File: config.mk
export PLATFORM = sky130hd
export DESIGN_NAME = lsu_mem_ctrl
export DESIGN_NICKNAME = d
export VERILOG_FILES = /design/src/rtl/lsu_mem_ctrl.sv
export SDC_FILE = /design/constraint.sdc
export NUM_CORES = 1
export LEC_CHECK = 0
export ABC_AREA = 1
export BUFFER_PORTS_ARGS = -buffer_cell sky130_fd_sc_hd__buf_2
export CELL_PAD_IN_SITES_DETAIL_PLACEMENT = 0
export CELL_PAD_IN_SITES_GLOBAL_PLACEMENT = 1
export CORE_ASPECT_RATIO = 0.5
export CORE_MARGIN = 5
export CORE_UTILIZATION = 37
export CTS_CLUSTER_DIAMETER = 200
export DETAILED_ROUTE_END_ITERATION = 6
export PLACE_DENSITY = 0.85
export SYNTH_ARGS = -nofsm -noshare
export SYNTH_HDL_FRONTEND = slang
export SYNTH_SLANG_ARGS = --single-unit
File: constraint.sdc
create_clock -name clk -period 1.88 [get_ports clk]
set_input_delay 0 -clock clk [delete_from_list [all_inputs] [get_ports clk]]
set_output_delay 0 -clock clk [all_outputs]
set_load 0.005 [all_outputs]
File: src/rtl/lsu_mem_ctrl.sv
// lsu_mem_ctrl: load/store controller between the execute stage and a
// word-organised data memory. One request at a time, word-aligned memory
// accesses, read-modify-write for byte/halfword stores, and sign/zero
// extension of loads. Exactly one response is returned per accepted request.
//
// Optional feature macro: LSU_MISALIGN_TRAP_EN
//   defined   -> misaligned halfword/word accesses are rejected with rsp_err
//   undefined -> misaligned halfwords use lane addr[1], words ignore addr[1:0]

module lsu_mem_ctrl #(
    parameter int                    DATA_WIDTH = 32,
    parameter int                    ADDR_WIDTH = 32,
    parameter logic [ADDR_WIDTH-1:0] DMEM_BASE  = 'h0200_0000
) (
    input  logic                  clk,
    input  logic                  reset,
    input  logic                  req_valid,
    output logic                  req_ready,
    input  logic                  req_we,
    input  logic [2:0]            req_funct3,
    input  logic [ADDR_WIDTH-1:0] req_addr,
    input  logic [DATA_WIDTH-1:0] req_wdata,
    output logic                  rsp_valid,
    output logic [DATA_WIDTH-1:0] rsp_rdata,
    output logic                  rsp_err,
    output logic                  mem_wr_en,
    output logic [ADDR_WIDTH-1:0] mem_addr,
    output logic [DATA_WIDTH-1:0] mem_wr_data,
    input  logic [DATA_WIDTH-1:0] mem_rd_data
);

    typedef enum logic [2:0] {
        IDLE,
        LOAD,
        RMW,
        STORE,
        RESP
    } state_t;

    state_t state;
    state_t next_state;

    logic [2:0]            funct3_q;
    logic [ADDR_WIDTH-1:0] addr_q;
    logic [DATA_WIDTH-1:0] wdata_q;
    logic [DATA_WIDTH-1:0] merged_q;
    logic [DATA_WIDTH-1:0] rdata_q;
    logic                  err_q;

    logic                  req_err;
    logic                  accept;
    logic [7:0]            byte_sel;
    logic [15:0]           half_sel;
    logic [DATA_WIDTH-1:0] load_data;
    logic [DATA_WIDTH-1:0] merge_data;

    assign accept = (state == IDLE) && req_valid;

    // Classify the incoming request as illegal (range, size code, alignment)
    always_comb begin
        req_err = 1'b0;
        if (req_addr < DMEM_BASE) begin
            req_err = 1'b1;
        end
        case (req_funct3)
            3'b011, 3'b110, 3'b111: req_err = 1'b1;
            3'b100, 3'b101: begin
                if (req_we) begin
                    req_err = 1'b1;
                end
            end
            default: ;
        endcase
`ifdef LSU_MISALIGN_TRAP_EN
        if ((req_funct3[1:0] == 2'b01) && req_addr[0]) begin
            req_err = 1'b1;
        end
        if ((req_funct3 == 3'b010) && (req_addr[1:0] != 2'b00)) begin
            req_err = 1'b1;
        end
`endif
    end

    // Pick the addressed lane out of the memory word and extend it
    always_comb begin
        byte_sel  = mem_rd_data[{addr_q[1:0], 3'b000} +: 8];
        half_sel  = mem_rd_data[{addr_q[1], 4'b0000} +: 16];
        load_data = mem_rd_data;
        case (funct3_q)
            3'b000:  load_data = {{(DATA_WIDTH-8){byte_sel[7]}}, byte_sel};
            3'b001:  load_data = {{(DATA_WIDTH-16){half_sel[15]}}, half_sel};
            3'b100:  load_data = {{(DATA_WIDTH-8){1'b0}}, byte_sel};
            3'b101:  load_data = {{(DATA_WIDTH-16){1'b0}}, half_sel};
            default: load_data = mem_rd_data;
        endcase
    end

    // Merge the store byte/halfword into the old memory word
    always_comb begin
        merge_data = mem_rd_data;
        if (funct3_q[1:0] == 2'b00) begin
            merge_data[{addr_q[1:0], 3'b000} +: 8] = wdata_q[7:0];
        end else begin
            merge_data[{addr_q[1], 4'b0000} +: 16] = wdata_q[15:0];
        end
    end

    // State register
    always_ff @(posedge clk) begin
        if (reset) begin
            state <= IDLE;
        end else begin
            state <= next_state;
        end
    end

    // Next-state selection
    always_comb begin
        next_state = state;
        case (state)
            IDLE: begin
                if (req_valid) begin
                    if (req_err) begin
                        next_state = RESP;
                    end else if (!req_we) begin
                        next_state = LOAD;
                    end else if (req_funct3[1:0] == 2'b10) begin
                        next_state = STORE;
                    end else begin
                        next_state = RMW;
                    end
                end
            end
            LOAD:    next_state = RESP;
            RMW:     next_state = STORE;
            STORE:   next_state = RESP;
            RESP:    next_state = IDLE;
            default: next_state = IDLE;
        endcase
    end

    // Capture the request and register load result / merged store word
    always_ff @(posedge clk) begin
        if (reset) begin
            funct3_q <= 3'b000;
            addr_q   <= '0;
            wdata_q  <= '0;
            merged_q <= '0;
            rdata_q  <= '0;
            err_q    <= 1'b0;
        end else begin
            if (accept) begin
                funct3_q <= req_funct3;
                addr_q   <= req_addr;
                wdata_q  <= req_wdata;
                err_q    <= req_err;
                rdata_q  <= '0;
            end
            if (state == LOAD) begin
                rdata_q <= load_data;
            end
            if (state == RMW) begin
                merged_q <= merge_data;
            end
        end
    end

    // Drive handshake, response and memory port from the current state
    always_comb begin
        req_ready   = (state == IDLE);
        rsp_valid   = (state == RESP);
        rsp_err     = (state == RESP) && err_q;
        rsp_rdata   = (state == RESP) ? rdata_q : '0;
        mem_wr_en   = (state == STORE);
        mem_addr    = {addr_q[ADDR_WIDTH-1:2], 2'b00};
        mem_wr_data = '0;
        if (state == STORE) begin
            mem_wr_data = (funct3_q[1:0] == 2'b10) ? wdata_q : merged_q;
        end
    end

endmodule

==> metrics.yaml, run 1 <==
root_buffer: "clkbuf_16"
yosysSeqAreaShare_pct: 36.25
tightest_slew_ns: 0.7821
pre_cts_slack_ns: 0.1744
finalSetupTns_ns: 0
max_slew_margin_pct: 47.86
coreArea_um2: 19640
cts_max_level: 4
r2r-end: "merged_q[12]"
cts_tree: "built"
fin_crit_ns: 1.788
clk_pin_slew_ns: 0.06
power.density_nw_per_um2: 969.9
die_h_um: 110.4
ant_nets: 0
clock_latency_ns: 0.42
hp-start: "req_addr[0]"
drt_iter0_markers: 699
crit_arrival_ns: 1.79
synth-seq-cells: 135
route.detailed.drc: 0
antenna_cells: 0
crit_path_end_kind: "output port"
cts_max_path_buffers: 2
timing.rr.start: "addr_q[1]"
stdcell_area_um2: 10010
gr-total-overflow: 0
dp_hpwl_um: 18730
violations: "negative hold slack"
finalCritPeriodShare_pct: 95.08
fin_skew_ns: 0.007402
syn_to_final_growth_pct: 34.27
synth_edf_count: 0
crit_chain: "inv_1 > nand2_1 > nor2_2 > buf_6 > o21ai_0 > a21oi_1 > buf_2"
r2r_slack_ns: 0.12
ios: 203
cp_slowest_cell: "dfxtp_1"
synth_cell_types: 33
crit_path_start_kind: "register"
rsz0062_at_grt: "no"
status: "finished, violations left"
synth_ff_type: "dfxtp_1"
hold_depth: 3
fill_cells: 1987
yosysWarnings: 0
ir_worst_vdd_v: 0.0007494
grt_pass1_wl_um: 41910
crit_type: "reg2out"
wirelength_um: 27080
wl_per_cell_um: 17.13
drv_cap: 0
grt_antenna_before_repair: 1
syn_area_per_cell_um2: 6.845
final_nets: 1411
synth_area_um2: 7455
rows: 36
hold_ws_ns: -0.001669
cp.required_ns: 1.88
io_buffers: 200
setup_ws_ns: 0.09241
grt_usage_pct: 22.71
fmax_ghz: 0.5594
synthCells: 1089
grt_pass1_vias: 7791
dpl-instance-area_um2: 8442
min_to: "addr_q[0]"
cts_buffers: 17
fp.dieW_um: 210.7
async_flop_share_pct: 0
routed_via_density: 5.216
worstPathMaxFanout: 33
die-area_um2: 23260
setup_viol: 0
grt_max_degree: 97
clock_sinks: 135
slowest_delay_ns: 0.33
gp_congestion: 0.8936
final-hold-violation-count: 1
hold_class: "in2reg"
leakage_nw: 4.256
vias: 8246
slew_violations: 0
critPathBufInv: 3
r2r_cells: 7
path_delay_family: "buffers and inverters"
post-route-util_pct: 50.97
firstDrtPassIters: 5
drive_gt1_share_pct: 24.26
start_util_pct: 37.96
## cell usage after synthesis (2+ instances only)
| library cell | number | area (um^2) |
|---|---|---|
| o211ai_1 | 35 | 262.8 |
| clkbuf_1 | 41 | 153.9 |
| nand2_4 | 4 | 45.04 |
| o21ai_1 | 6 | 30.03 |
| inv_2 | 7 | 26.28 |
| o22ai_1 | 16 | 100.1 |
| buf_6 | 4 | 45.04 |
| buf_2 | 28 | 140.1 |
| nand3_1 | 47 | 235.2 |
| a21oi_2 | 13 | 113.9 |
| o21ai_0 | 144 | 720.7 |
| buf_4 | 42 | 315.3 |
| a31oi_1 | 8 | 50.05 |
| ha_1 | 5 | 62.56 |
| nand2_2 | 13 | 81.33 |
| nand4_1 | 3 | 18.77 |
| a21oi_1 | 203 | 1016 |
| nand2_1 | 157 | 589.3 |
| dfxtp_1 | 135 | 2703 |
| inv_1 | 96 | 360.4 |
| o211ai_2 | 2 | 25.02 |
| buf_1 | 4 | 15.01 |
| nor2_1 | 62 | 232.7 |
| nor2_2 | 4 | 25.02 |
| nor3_1 | 2 | 10.01 |
## cell type report
type                            count  area [um^2]  area share [%]
Inverter                          105        401.6           4.012
Clock inverter                     14        279.0           2.788
Clock buffer                       17        425.4           4.250
Tap cell                          266        332.8           3.325
Sequential cell                   135         2705           27.02
Multi-Input combinational cell    730         3672           36.69
Timing Repair Buffer              314         2193           21.91
## metal layers
| metal | up-vias | GRT usage [%] | wire [um] |
|---|---|---|---|
| li1 | 4056 | - | - |
| met1 | 3857 | 31.16 | 12440 |
| met2 | 290 | 36.01 | 12200 |
| met3 | 41 | 5.315 | 1876 |
| met4 | 2 | 6.611 | 544 |
| met5 | - | 0 | 13 |
## worst register-to-register path: cells and delay by family (launching register included)
family | cells | cell delay [ns]
adder cells (fa/ha/maj) | 1 | 0.21
AND/OR/NAND/NOR | 1 | 0.31
AO/OA/AOI/OAI | 3 | 0.46
flip-flops | 1 | 0.43
buffers and inverters | 2 | 0.24
## where the power goes
part / total (mW) / internal, mW / switching (mW) / leakage (nW)
combinational: 2.37 / 0.889 / 1.48 / 2.81
clock: 4.07 / 2.74 / 1.32 / 0.339
sequential: 3.27 / 3.11 / 0.158 / 1.11
## sequential cells by signal, indices dropped and copies added (netlist names)
register  cells
merged_q     32
addr_q       32
state         3
funct3_q      3
wdata_q      32
err_q         1
rdata_q      32
## logic make-up after synthesis
group,synth area share [%]
AOI/OAI and AO/OA,31.32
and+or+nand+nor,16.97
buffers and inverters,14.57
DFF,36.25
adders and majority gates,0.8392
other,0.05030
## cell usage in the layout, fill, tap and decap left out, types with 25 or more instances in the layout
cell	synthesis	layout
nor2_1	62	61
a21oi_1	203	203
buf_2	28	200
dlygate4sd3_1	0	78
inv_1	96	96
nand2_1	157	157
o211ai_1	35	35
nand3_1	47	47
o21ai_0	144	141
dfxtp_1	135	133
buf_4	42	25
## what timing repair did
action	4_1_cts	5_1_grt
setup endpoints to repair	31	24
endpoints found under the hold margin	78	0
gates cloned	0	1
hold buffers	78	0
buffers inserted	3	1
gates resized for setup	2	5
pin swaps	1	0
## worst max-delay path by stage
stage	start	end	slack, ns	cells after the start
2_1_floorplan	addr_q[1]	merged_q[31]	0.40	7
3_3_place_gp	addr_q[1]	merged_q[31]	0.18	6
3_5_place_dp	addr_q[1]	merged_q[31]	0.17	6
4_1_cts	state[2]	mem_wr_data[7]	0.04	7
5_1_grt	addr_q[1]	merged_q[11]	0.01	7
6_report	state[2]	mem_wr_data[7]	0.09	7
## through the flow
step	std cells	total power, mW	hold WS [ns]
floorplan	1090	4.869	0.1634
global placement	1467	5.449	0.2729
detailed placement	1467	5.475	0.2794
CTS	1579	9.693	0.002326
global route	1581	10.16	0.02299
finish	1581	9.708	-0.001669
Note: power is estimated with default switching activity, not from simulation.
==> run 2, diff against run 1 <==
Settings changed: PLACE_DENSITY 0.85 to unset, PLACE_DENSITY_LB_ADDON set to 0.2, RECOVER_POWER set to 100, SETUP_SLACK_MARGIN set to 0.4.
==> run 2 against run 1 <==
The run now ends clean. Maximum frequency is 2.6% higher. Clock skew hardly changed. Setup slack better by 0.045 ns. Core utilization is 5.4 points higher. Sequential power hardly changed. Sequential cell count stayed put. Final area is 11% higher. Critical path type unchanged.
==> metrics.yaml, run 2 (synthesis gave the netlist of run 1 again) <==
p_sw_mw: 3.291  # was 2.963 mW
cts_max_level: 4  # unchanged
grt_pass1_vias: 7958  # was 7791
wirelength_um: 31260  # was 27080 um
clk_pin_slew_ns: 0.06  # about the same
slowest_delay_ns: 0.33  # about the same
die_h_um: 110.4  # unchanged
grt_usage_pct: 24.98  # was 22.71%
firstDrtPassIters: 6  # was 5
routed_via_density: 5.344  # was 5.216
leakage_nw: 4.305  # was 4.256 nW
cts_buffers: 17  # unchanged
r2r_slack_ns: 0.25  # was 0.12 ns
fmax_ghz: 0.5737  # was 0.5594 GHz
rsz0062_at_grt: "yes"  # was no
dp_hpwl_um: 19100  # was 18730 um
antenna_cells: 0  # unchanged
setup_viol: 0  # unchanged
tightest_slew_ns: 0.7778  # was 0.7821 ns
clock_latency_ns: 0.43  # was 0.42 ns
crit_type: "reg2out"  # unchanged
power_frac_comb_pct: 30.8  # was 24.4%
hp-start: "mem_rd_data[8]"  # was req_addr[0]
drv_cap: 0  # unchanged
vias: 8658  # was 8246
clock_sinks: 135  # unchanged
min_to: "merged_q[8]"  # was addr_q[0]
fin_skew_ns: 0.007237  # was 0.007402 ns
start_util_pct: 37.96  # unchanged
crit_chain: "inv_4 > nand2_4 > nor2_4 > buf_4 > clkbuf_16 > o21ai_0 > a21oi_2 > clkbuf_2"  # was inv_1 > nand2_1 > nor2_2 > buf_6 > o21ai_0 > a21oi_1 > buf_2
ant_nets: 0  # unchanged
power.density_nw_per_um2: 917.3  # was 969.9 nW/um^2
worstPathMaxFanout: 4  # was 33
finalSetupTns_ns: 0  # unchanged
status: "finished clean"  # was finished, violations left
cp_slowest_cell: "dfxtp_2"  # was dfxtp_1
slew_violations: 0  # unchanged
timing.rr.start: "state[0]"  # was addr_q[1]
coreArea_um2: 19640  # unchanged
hold_class: "in2reg"  # unchanged
io_buffers: 200  # unchanged
root_buffer: "clkbuf_16"  # unchanged
p_clk_share_pct: 36.9  # was 41.9%
crit_path_start_kind: "register"  # unchanged
finalCritPeriodShare_pct: 92.71  # was 95.08%
fp.dieW_um: 210.7  # unchanged
pwr-share-seq_pct: 32.3  # was 33.7%
crit_arrival_ns: 1.74  # was 1.79 ns
netSwitchingFraction_pct: 32.41  # was 30.52%
drt_iter0_markers: 981  # was 699
r2r-end: "wdata_q[2]"  # was merged_q[12]
route.detailed.drc: 0  # unchanged
final_common_cell: "a21oi_1"  # unchanged
p_int_mw: 6.862  # was 6.745 mW
grt_antenna_before_repair: 0  # was 1
gp_congestion: 0.9356  # was 0.8936
fin_crit_ns: 1.743  # was 1.788 ns
cts_max_path_buffers: 2  # unchanged
ir_worst_vdd_v: 0.0007094  # was 0.0007494 V
total_power_mw: 10.15  # was 9.708 mW
grt_pass1_wl_um: 45470  # was 41910 um
crit_path_end_kind: "output port"  # unchanged
final_nets: 1449  # was 1411
grt_max_degree: 66  # was 97
final-hold-violation-count: 0  # was 1
cp.required_ns: 1.88  # about the same
r2r_cells: 7  # unchanged
hold_depth: 5  # was 3
drive_gt1_share_pct: 26.88  # was 24.26%
wl_per_cell_um: 19.30  # was 17.13 um
final_cell_mix: "a21oi_1, nand2_1, dfxtp_1"  # was a21oi_1, buf_2, nand2_1
syn_to_final_growth_pct: 48.47  # was 34.27%
max_slew_margin_pct: 48.15  # was 47.86%
ios: 203  # unchanged
die-area_um2: 23260  # unchanged
rows: 36  # unchanged
cts_tree: "built"  # unchanged
gr-total-overflow: 0  # unchanged
## run 2: critical path: cells and delay by family (launching register included)
| family | cells | cell delay [ns] |
|---|---|---|
| buf+inv | 4 | 0.55 |
| compound gates | 2 | 0.29 |
| simple gates | 2 | 0.15 |
| flops | 1 | 0.33 |
## run 2: worst max path at each step
| stage | cells past startpoint | slack (ns) | endpoint | start |
|---|---|---|---|---|
| after floorplan | 7 | 0.40 | merged_q[31] | addr_q[1] |
| after global placement | 7 | 0.24 | addr_q[0] | state[0] |
| after detailed placement | 7 | 0.19 | addr_q[0] | state[0] |
| after CTS | 8 | 0.15 | mem_wr_data[22] | state[2] |
| after global routing | 9 | 0.06 | mem_wr_data[27] | state[2] |
| final | 8 | 0.14 | mem_wr_data[4] | state[2] |
## run 2: through the flow
stage                     util (%)  worst slack, ns  area (um^2)  std cells  hold slack (ns)
after CTS                    52.73           0.1517        10350       1595        0.0006790
after global routing         56.36          0.06256        11070       1620          0.02776
after floorplan                  -           0.3957         7458       1090           0.1634
after global placement       42.72           0.2356         8389       1465           0.2727
after detailed placement     42.72           0.1935         8389       1465           0.2808
final                        56.36           0.1371        11070       1620         0.007241
## run 2: layout make-up
class / count / area [um^2]
tap: 266 / 332.8
multi-input combinational: 731 / 4140
timing repair buffer: 351 / 2808
clock buffer: 24 / 481.7
clock inverter: 8 / 167.7
fill: 1938 / 8571
sequential: 135 / 2721
inverter: 105 / 416.7
## run 2: routing by layer
layer | GRT usage [%] | part of all wire [%] | vias up
li1 | - | - | 4151
met1 | 36.17 | 45 | 4051
met2 | 36.95 | 43 | 411
met3 | 6.955 | 10 | 45
met4 | 5.733 | 1.6 | 0
met5 | 0 | 0 | -
## run 2: what timing repair did
item | CTS | global route
cloned | 9 | 10
setup endpoints to repair | 183 | 141
setup buffers | 10 | 15
hold buffers | 79 | 0
gates resized for setup | 51 | 171
pin swaps | 7 | 46
endpoints found under the hold margin | 78 | 0
## run 2: power groups by stage
stage / clock network (mW) / logic (mW) / registers (mW)
final: 3.75 / 3.13 / 3.28
after global routing: 3.95 / 3.38 / 3.30
after CTS: 3.82 / 2.63 / 3.25
after detailed placement: 0 / 2.13 / 3.31
after global placement: 0 / 2.12 / 3.31
after floorplan: 0 / 1.61 / 3.26
